==> config.mk <==
export PLATFORM = sky130hd
export DESIGN_NAME = fwd_hazard_unit
export DESIGN_NICKNAME = d
export VERILOG_FILES = /design/src/rtl/fwd_hazard_unit.sv
export SDC_FILE = /design/constraint.sdc
export NUM_CORES = 1
export LEC_CHECK = 0
export ABC_AREA = 1
export BUFFER_PORTS_ARGS = -buffer_cell sky130_fd_sc_hd__buf_2
export CAP_MARGIN = 0
export CORE_MARGIN = 4
export CORE_UTILIZATION = 52
export DETAILED_ROUTE_END_ITERATION = 12
export PLACE_DENSITY_LB_ADDON = 0.25
export SLEW_MARGIN = 25
export SYNTH_ARGS = -nofsm -noshare
export SYNTH_HDL_FRONTEND = slang
export SYNTH_SLANG_ARGS = --single-unit
==> constraint.sdc <==
create_clock -name clk_i -period 3.3 [get_ports clk_i]
set_clock_uncertainty 0.05 [all_clocks]
set_input_delay 0.33 -clock clk_i [delete_from_list [all_inputs] [get_ports clk_i]]
set_output_delay 0.33 -clock clk_i [all_outputs]
set_load 0.01 [all_outputs]
==> src/rtl/fwd_hazard_unit.sv <==
// Operand-forwarding and load-use hazard unit for the ID stage.
// Each read port is resolved on its own against the EXE, MEM and WB producers
// (youngest wins). A load in EXE feeding any enabled port starts a stall of
// exactly LOAD_LAT cycles. Operands, hit and source flags are registered and
// refreshed on every edge, stalled or not.
//
// Handshake: there is no valid/ready pair on this block. stall_o is a hold
// request; while it is high the upstream stages keep rd_en_i/rd_addr_i stable
// and present a bubble in EXE (exe_wena_i=0). The block never waits on upstream.
module fwd_hazard_unit #(
    parameter int DATA_W   = 32,
    parameter int ADDR_W   = 5,
    parameter int NUM_RD   = 2,
    parameter int LOAD_LAT = 1,
    parameter int ZERO_REG = 1,
    parameter int CNT_W    = 16
) (
    input  logic                       clk_i,
    input  logic                       rst_i,
    input  logic                       flush_i,
    input  logic [NUM_RD-1:0]          rd_en_i,
    input  logic [NUM_RD*ADDR_W-1:0]   rd_addr_i,
    input  logic [NUM_RD*DATA_W-1:0]   rf_rdata_i,
    input  logic                       exe_wena_i,
    input  logic [ADDR_W-1:0]          exe_waddr_i,
    input  logic [DATA_W-1:0]          exe_wdata_i,
    input  logic                       exe_is_load_i,
    input  logic                       mem_wena_i,
    input  logic [ADDR_W-1:0]          mem_waddr_i,
    input  logic [DATA_W-1:0]          mem_wdata_i,
    input  logic                       wb_wena_i,
    input  logic [ADDR_W-1:0]          wb_waddr_i,
    input  logic [DATA_W-1:0]          wb_wdata_i,
    output logic [NUM_RD*DATA_W-1:0]   opnd_data_o,
    output logic [NUM_RD-1:0]          fwd_hit_o,
    output logic [NUM_RD*2-1:0]        fwd_src_o,
    output logic                       stall_o,
    output logic [CNT_W-1:0]           stall_count_o,
    output logic                       state_dbg_o
);

    typedef enum logic {
        ST_RUN   = 1'b0,
        ST_STALL = 1'b1
    } state_e;

    localparam logic [1:0] SRC_RF  = 2'd0;
    localparam logic [1:0] SRC_EXE = 2'd1;
    localparam logic [1:0] SRC_MEM = 2'd2;
    localparam logic [1:0] SRC_WB  = 2'd3;

    localparam logic [3:0] LAT_INIT = 4'(LOAD_LAT);

    state_e                     state_q;
    logic [3:0]                 lat_cnt_q;
    logic                       stall_q;
    logic [CNT_W-1:0]           stall_count_q;
    logic [NUM_RD*DATA_W-1:0]   opnd_q;
    logic [NUM_RD-1:0]          hit_q;
    logic [NUM_RD*2-1:0]        src_q;

    logic [NUM_RD*DATA_W-1:0]   opnd_d;
    logic [NUM_RD-1:0]          hit_d;
    logic [NUM_RD*2-1:0]        src_d;
    logic [NUM_RD-1:0]          port_haz;
    logic                       hazard;

    genvar g;
    for (g = 0; g < NUM_RD; g++) begin : g_port
        logic [ADDR_W-1:0] addr;
        logic [DATA_W-1:0] rf_data;
        logic              zero_blk;
        logic              m_exe;
        logic              m_mem;
        logic              m_wb;
        logic [DATA_W-1:0] p_data;
        logic              p_hit;
        logic [1:0]        p_src;

        assign addr     = rd_addr_i[g*ADDR_W +: ADDR_W];
        assign rf_data  = rf_rdata_i[g*DATA_W +: DATA_W];
        // Register 0 is hard-wired when ZERO_REG is set: it neither forwards nor stalls.
        assign zero_blk = (ZERO_REG != 0) && (addr == '0);
        assign m_exe    = exe_wena_i & rd_en_i[g] & (exe_waddr_i == addr) & ~zero_blk;
        assign m_mem    = mem_wena_i & rd_en_i[g] & (mem_waddr_i == addr) & ~zero_blk;
        assign m_wb     = wb_wena_i  & rd_en_i[g] & (wb_waddr_i  == addr) & ~zero_blk;
        assign port_haz[g] = m_exe & exe_is_load_i;

        // Select the youngest producer; a load in EXE passes the RF value until the load data arrives.
        always_comb begin
            p_data = rf_data;
            p_hit  = 1'b0;
            p_src  = SRC_RF;
            if (m_exe && exe_is_load_i) begin
                p_data = rf_data;
                p_hit  = 1'b0;
                p_src  = SRC_EXE;
            end else if (m_exe) begin
                p_data = exe_wdata_i;
                p_hit  = 1'b1;
                p_src  = SRC_EXE;
            end else if (m_mem) begin
                p_data = mem_wdata_i;
                p_hit  = 1'b1;
                p_src  = SRC_MEM;
            end else if (m_wb) begin
                p_data = wb_wdata_i;
                p_hit  = 1'b1;
                p_src  = SRC_WB;
            end
        end

        assign opnd_d[g*DATA_W +: DATA_W] = p_data;
        assign hit_d[g]                   = p_hit;
        assign src_d[g*2 +: 2]            = p_src;
    end

    assign hazard = |port_haz;

    // Operand registers, saturating stall counter and the RUN/STALL controller.
    always_ff @(posedge clk_i) begin
        if (!rst_i) begin
            state_q       <= ST_RUN;
            lat_cnt_q     <= '0;
            stall_q       <= 1'b0;
            stall_count_q <= '0;
            opnd_q        <= '0;
            hit_q         <= '0;
            src_q         <= '0;
        end else begin
            opnd_q <= opnd_d;
            hit_q  <= hit_d;
            src_q  <= src_d;

            if (stall_q && (stall_count_q != {CNT_W{1'b1}})) begin
                stall_count_q <= stall_count_q + CNT_W'(1);
            end

            case (state_q)
                ST_RUN: begin
                    if (!flush_i && hazard) begin
                        state_q   <= ST_STALL;
                        stall_q   <= 1'b1;
                        lat_cnt_q <= LAT_INIT;
                    end
                end
                ST_STALL: begin
                    if (flush_i) begin
                        state_q   <= ST_RUN;
                        stall_q   <= 1'b0;
                        lat_cnt_q <= '0;
                    end else if (lat_cnt_q == 4'd1) begin
                        // Last stalled edge: a fresh hazard here chains straight into another stall.
                        if (hazard) begin
                            state_q   <= ST_STALL;
                            stall_q   <= 1'b1;
                            lat_cnt_q <= LAT_INIT;
                        end else begin
                            state_q   <= ST_RUN;
                            stall_q   <= 1'b0;
                            lat_cnt_q <= '0;
                        end
                    end else begin
                        lat_cnt_q <= lat_cnt_q - 4'd1;
                    end
                end
                default: begin
                    state_q   <= ST_RUN;
                    stall_q   <= 1'b0;
                    lat_cnt_q <= '0;
                end
            endcase
        end
    end

    assign opnd_data_o   = opnd_q;
    assign fwd_hit_o     = hit_q;
    assign fwd_src_o     = src_q;
    assign stall_o       = stall_q;
    assign stall_count_o = stall_count_q;
    assign state_dbg_o   = state_q;

endmodule
Yosys cells after proc, flatten, opt, wreduce, memory -nomap -nowiden
Index checks and enable logic that the tools add are counted.
Cells by class
  equality and inequality tests: 10
  reductions and logical operators: 13
  multiplexer cells: 36
  add/subtract/negate cells: 2
  bitwise gates (word level): 24
Operators with widths (count)
  $mux 32: 8
  $eq 5x5->1: 6
  $and 1x1->1: 20
  $mux 1: 18
  $add 16x1->16 const B: 1
  $ne 16x16->1 const B: 1
  $mux 4: 3
  $logic_not 5->1: 2
  $mux 2: 4
  $pmux 4 s2: 1
  $reduce_or 2->1: 3
  $reduce_or 3->1: 2
  $eq 4x1->1 const B: 1
  $logic_and 1x1->1: 4
  $not 1->1: 4
  $pmux 1 s2: 2
  $sub 4x1->4 const B: 1
  $ne 3x2->1 const B: 1
  $ne 2x2->1 const B: 1
  $reduce_and 2->1: 1
  $logic_not 1->1: 1
Word-level totals
  input bits: 194
  output and inout bits: 88
  word-level logic and storage cells: 95
  register bits: 92

Depth between registers and ports, before layout
  word-level depth: 9
  gate-level depth with buffers: 13
  gate-level depth less buffers: 13

Worst setup path after synthesis
OpenSTA, ideal clock, no wires.
  path kind: register to register
  start point: register stall_count_q[0] (netlist: stall_count_o[0])
  end point: register stall_count_q[12] (netlist: stall_count_o[12])
  required time: 3122 ps
  library setup time: 128 ps
  slack: 1579 ps
  period minus slack after synthesis: 1721 ps
  stages on the path, launching flop included: 11
  data arrival time: 1543 ps
  path buffers: 1
  cell sequence: dfxtp_1 > ha_1 > nand3_1 > nor3_2 > nand3_1 > nand2_1 > inv_1 > buf_6 > nand3_1 > xor2_1 > nor2_1
Between the ends
  cells in the longest elaborated chain, start to end: 2
  elaborated cells between the ends (all ways): 3
  classes of those cells: add/sub: 1; eq/ne: 1; reduce/logical: 1
Ends and longest elaborated chain
  from (decl): line 57  | logic [CNT_W-1:0] stall_count_q;
  from (signal assigned): line 136  | stall_count_q <= stall_count_q + CNT_W'(1);
  parallel branches: the longest is 2 deep, another holds $add 16x1->16
Several ways; the timed one is not identified.
A chain may end at the register's enable or synchronous reset.

Worst setup path in the final report
  start point: register stall_count_q[0] (netlist: stall_count_o[0])
  end point: register stall_count_q[14] (netlist: stall_count_o[14])
Same word-level chain as after synthesis.

==> flow_summary.json <==
{
  "status": "complete, no violations",
  "cts.sinks": 92,
  "fill_cells": 1090,
  "synth_nets": 1177,
  "final_cells": 1367,
  "grt_pass1_wl_mm": 34.2,
  "final_area_um2": 7800,
  "slew_headroom_pct": 49.0,
  "cts-buffers-inserted": 9,
  "clkTransAtPathRegs_ps": 70,
  "max_freq_mhz": 435,
  "num_io_pins": 282,
  "port_buffers": 281,
  "cts_tree": "built",
  "hold_ws_ps": 173,
  "first_global_vias": 7058,
  "placed_cells": 1352,
  "vias_per_cell": 5.42,
  "p_int_mw": 1.89,
  "nets": 1417,
  "track_usage_pct": 30.0,
  "dr.pass1.iters": 5,
  "synth_edf_count": 0,
  "swShare_pct": 28.6,
  "power_density_nw_per_um2": 339,
  "ys_top_cells_by_area": "dfxtp_1, nand2_1, nand3_1, inv_1, o21ai_0",
  "cp_cell_sequence": "ha_1 -> nand3_1 -> nor3_2 -> nand3_1 -> nand2_1 -> inv_1 -> nand2_1 -> nor2_1 -> a21oi_1 -> nor2_1",
  "drt_first_iter_violations": 702,
  "path_delay_family": "simple AND/OR/NAND/NOR gates",
  "post-route-util_pct": 67.2,
  "overflow": 0,
  "antenna_found_initial": 1,
  "syn_avg_cell_area_um2": 6.38,
  "min_path_type": "in -> reg",
  "crit_buf_inv": 1,
  "ctsRootBufferMaster": "clkbuf_16",
  "p_switching_mw": 0.759,
  "leakagePower_nw": 4.14,
  "synth_common_cells": "nand2_1, nand3_1, inv_1",
  "end_kind": "register",
  "seq_area_frac_synth_pct": 29.4,
  "finalHoldViolCount": 0,
  "grt_max_degree": 43,
  "area_growth_pct": 24.7,
  "synth_flop_cell": "dfxtp_1",
  "yosysWarningCount": 0,
  "vias": 7404,
  "die_x_um": 118,
  "crit_type": "reg -> reg",
  "slew_violations": 0,
  "wirelength_mm": 21.7,
  "hpwl_mm": 15.8,
  "combPwrFrac_pct": 18.6,
  "cp-start-kind": "register",
  "die_h_um": 118,
  "cap_violations": 0,
  "place_congestion": 0.959,
  "ant_nets": 0,
  "grt_setup_unrepaired": "false",
  "post_cts_buffers": 0,
  "die_area_um2": 13900,
  "ys_seq_elements": 92,
  "diodes": 0,
  "coreArea_um2": 11600,
  "synth_cells": 980,
  "crit_path_top_delay_cell": "dfxtp_1",
  "path_max_fanout": 13,
  "cts-resized-gates": 0,
  "pwr-share-clk_pct": 37.1,
  "worst_slew_pin_slew_ps": 763,
  "synthesis.area_um2": 6260,
  "htreeDepth": 3,
  "ctsLongestPathBuffers": 2,
  "synth_top_area_share_pct": 29.4,
  "drive_gt1_share_pct": 31.4,
  "required_ps": 3490,
  "remaining_drc_errors": 0,
  "cpPeakStageDelay_ps": 400,
  "async_flop_share_pct": 0,
  "postPlaceCellArea_um2": 7530,
  "synth_cell_types": 35,
  "wl_per_cell_um": 15.9,
  "ctsHoldBuffers": 0,
  "fin_setup_tns_ps": 0,
  "cp.arrival_ps": 2490,
  "power_frac_seq_pct": 44.3,
  "rows": 39,
  "finalCritPeriodShare_pct": 69.6,
  "peakVddDrop_mv": 0.241,
  "insertion_delay_ps": 350,
  "synth_top_area_cell": "dfxtp_1",
  "synthMostInstantiatedCell": "nand2_1",
  "start_util_pct": 53.9,
  "finalSetupViolations": 0,
  "period_needed_ps": 2300
}
-- through the flow --
stage / total power [mW] / setup WS, ps
after floorplan: 1.45 / 1580
after global placement: 1.68 / 1010
after detailed placement: 1.69 / 973
after CTS: 2.66 / 1030
after global routing: 2.77 / 783
final: 2.65 / 1000
-- final timing paths --
check | start | slack (ps) | endpoint | cells after the start
max | stall_count_o[0] | 1000 | stall_count_o[14] | 10
min | rf_rdata_i[7] | 170 | opnd_data_o[7] | 3
max reg2reg | stall_count_o[0] | 1000 | stall_count_o[14] | 10
min reg2reg | stall_count_o[4] | 430 | stall_count_o[4] | 2
-- worst min-delay path, stage by stage --
cell and delay (ps):
buf_2 90, nand2_1 50, a21oi_1 50
-- layout by cell type, fill, tap and decap left out, types with 2 or more instances in the layout --
cell type / n
nor3_2: 2
buf_2: 281
a211oi_1: 2
nand4_1: 8
nor3_1: 11
clkbuf_16: 9
nand3_1: 160
xnor2_1: 6
nand2_4: 4
inv_2: 12
o21ai_0: 70
clkinv_4: 2
ha_1: 3
buf_4: 8
nor2_4: 7
dfxtp_1: 92
nor2_1: 22
o21ai_1: 5
a21oi_2: 21
nand2_2: 3
nor3b_1: 3
a21oi_1: 63
nand2_1: 283
inv_1: 99
nand3_2: 27
xor2_1: 7
nor2_2: 4
-- flip-flops by register name, indices dropped and copies added (netlist names) --
| name | flops |
|---|---|
| opnd_data_o | 64 |
| fwd_hit_o | 2 |
| stall_o | 1 |
| lat_cnt_q | 4 |
| state_dbg_o | 1 |
| fwd_src_o | 4 |
| stall_count_o | 16 |
-- power groups by stage --
| stage | logic [mW] | registers, mW | clock network (mW) |
|---|---|---|---|
| finish | 0.493 | 1.17 | 0.982 |
| global route | 0.542 | 1.18 | 1.05 |
| CTS | 0.490 | 1.18 | 1.00 |
| detailed placement | 0.488 | 1.20 | 0 |
| global placement | 0.481 | 1.20 | 0 |
| floorplan | 0.222 | 1.23 | 0 |
-- layout make-up --
cell class / count / area [µm²] / share of cell area, %
Sequential cell: 92 / 1840 / 23.6
Clock buffer: 11 / 243 / 3.11
Tap cell: 143 / 179 / 2.29
Multi-Input combinational cell: 716 / 3620 / 46.4
Inverter: 112 / 420 / 5.39
Timing Repair Buffer: 289 / 1470 / 18.8
Clock inverter: 4 / 33.8 / 0.433
-- per-layer routing --
layer | vias to the layer above | share of wire [%] | global-route usage, %
li1 | 3664 | - | -
met2 | 383 | 48 | 51.7
met1 | 3309 | 40 | 36.2
met4 | 2 | 2.4 | 9.82
met3 | 46 | 9.1 | 8.22
met5 | - | 0.060 | 0
-- kinds of logic after synthesis --
family | after synthesis | synth area share, %
fa+ha+maj | 3 | 0.600
buf+inv | 172 | 12.7
flops | 92 | 29.4
simple gates | 536 | 40.9
xor+xnor | 13 | 1.82
compound gates | 164 | 14.6
(Power assumes the default switching activity.)
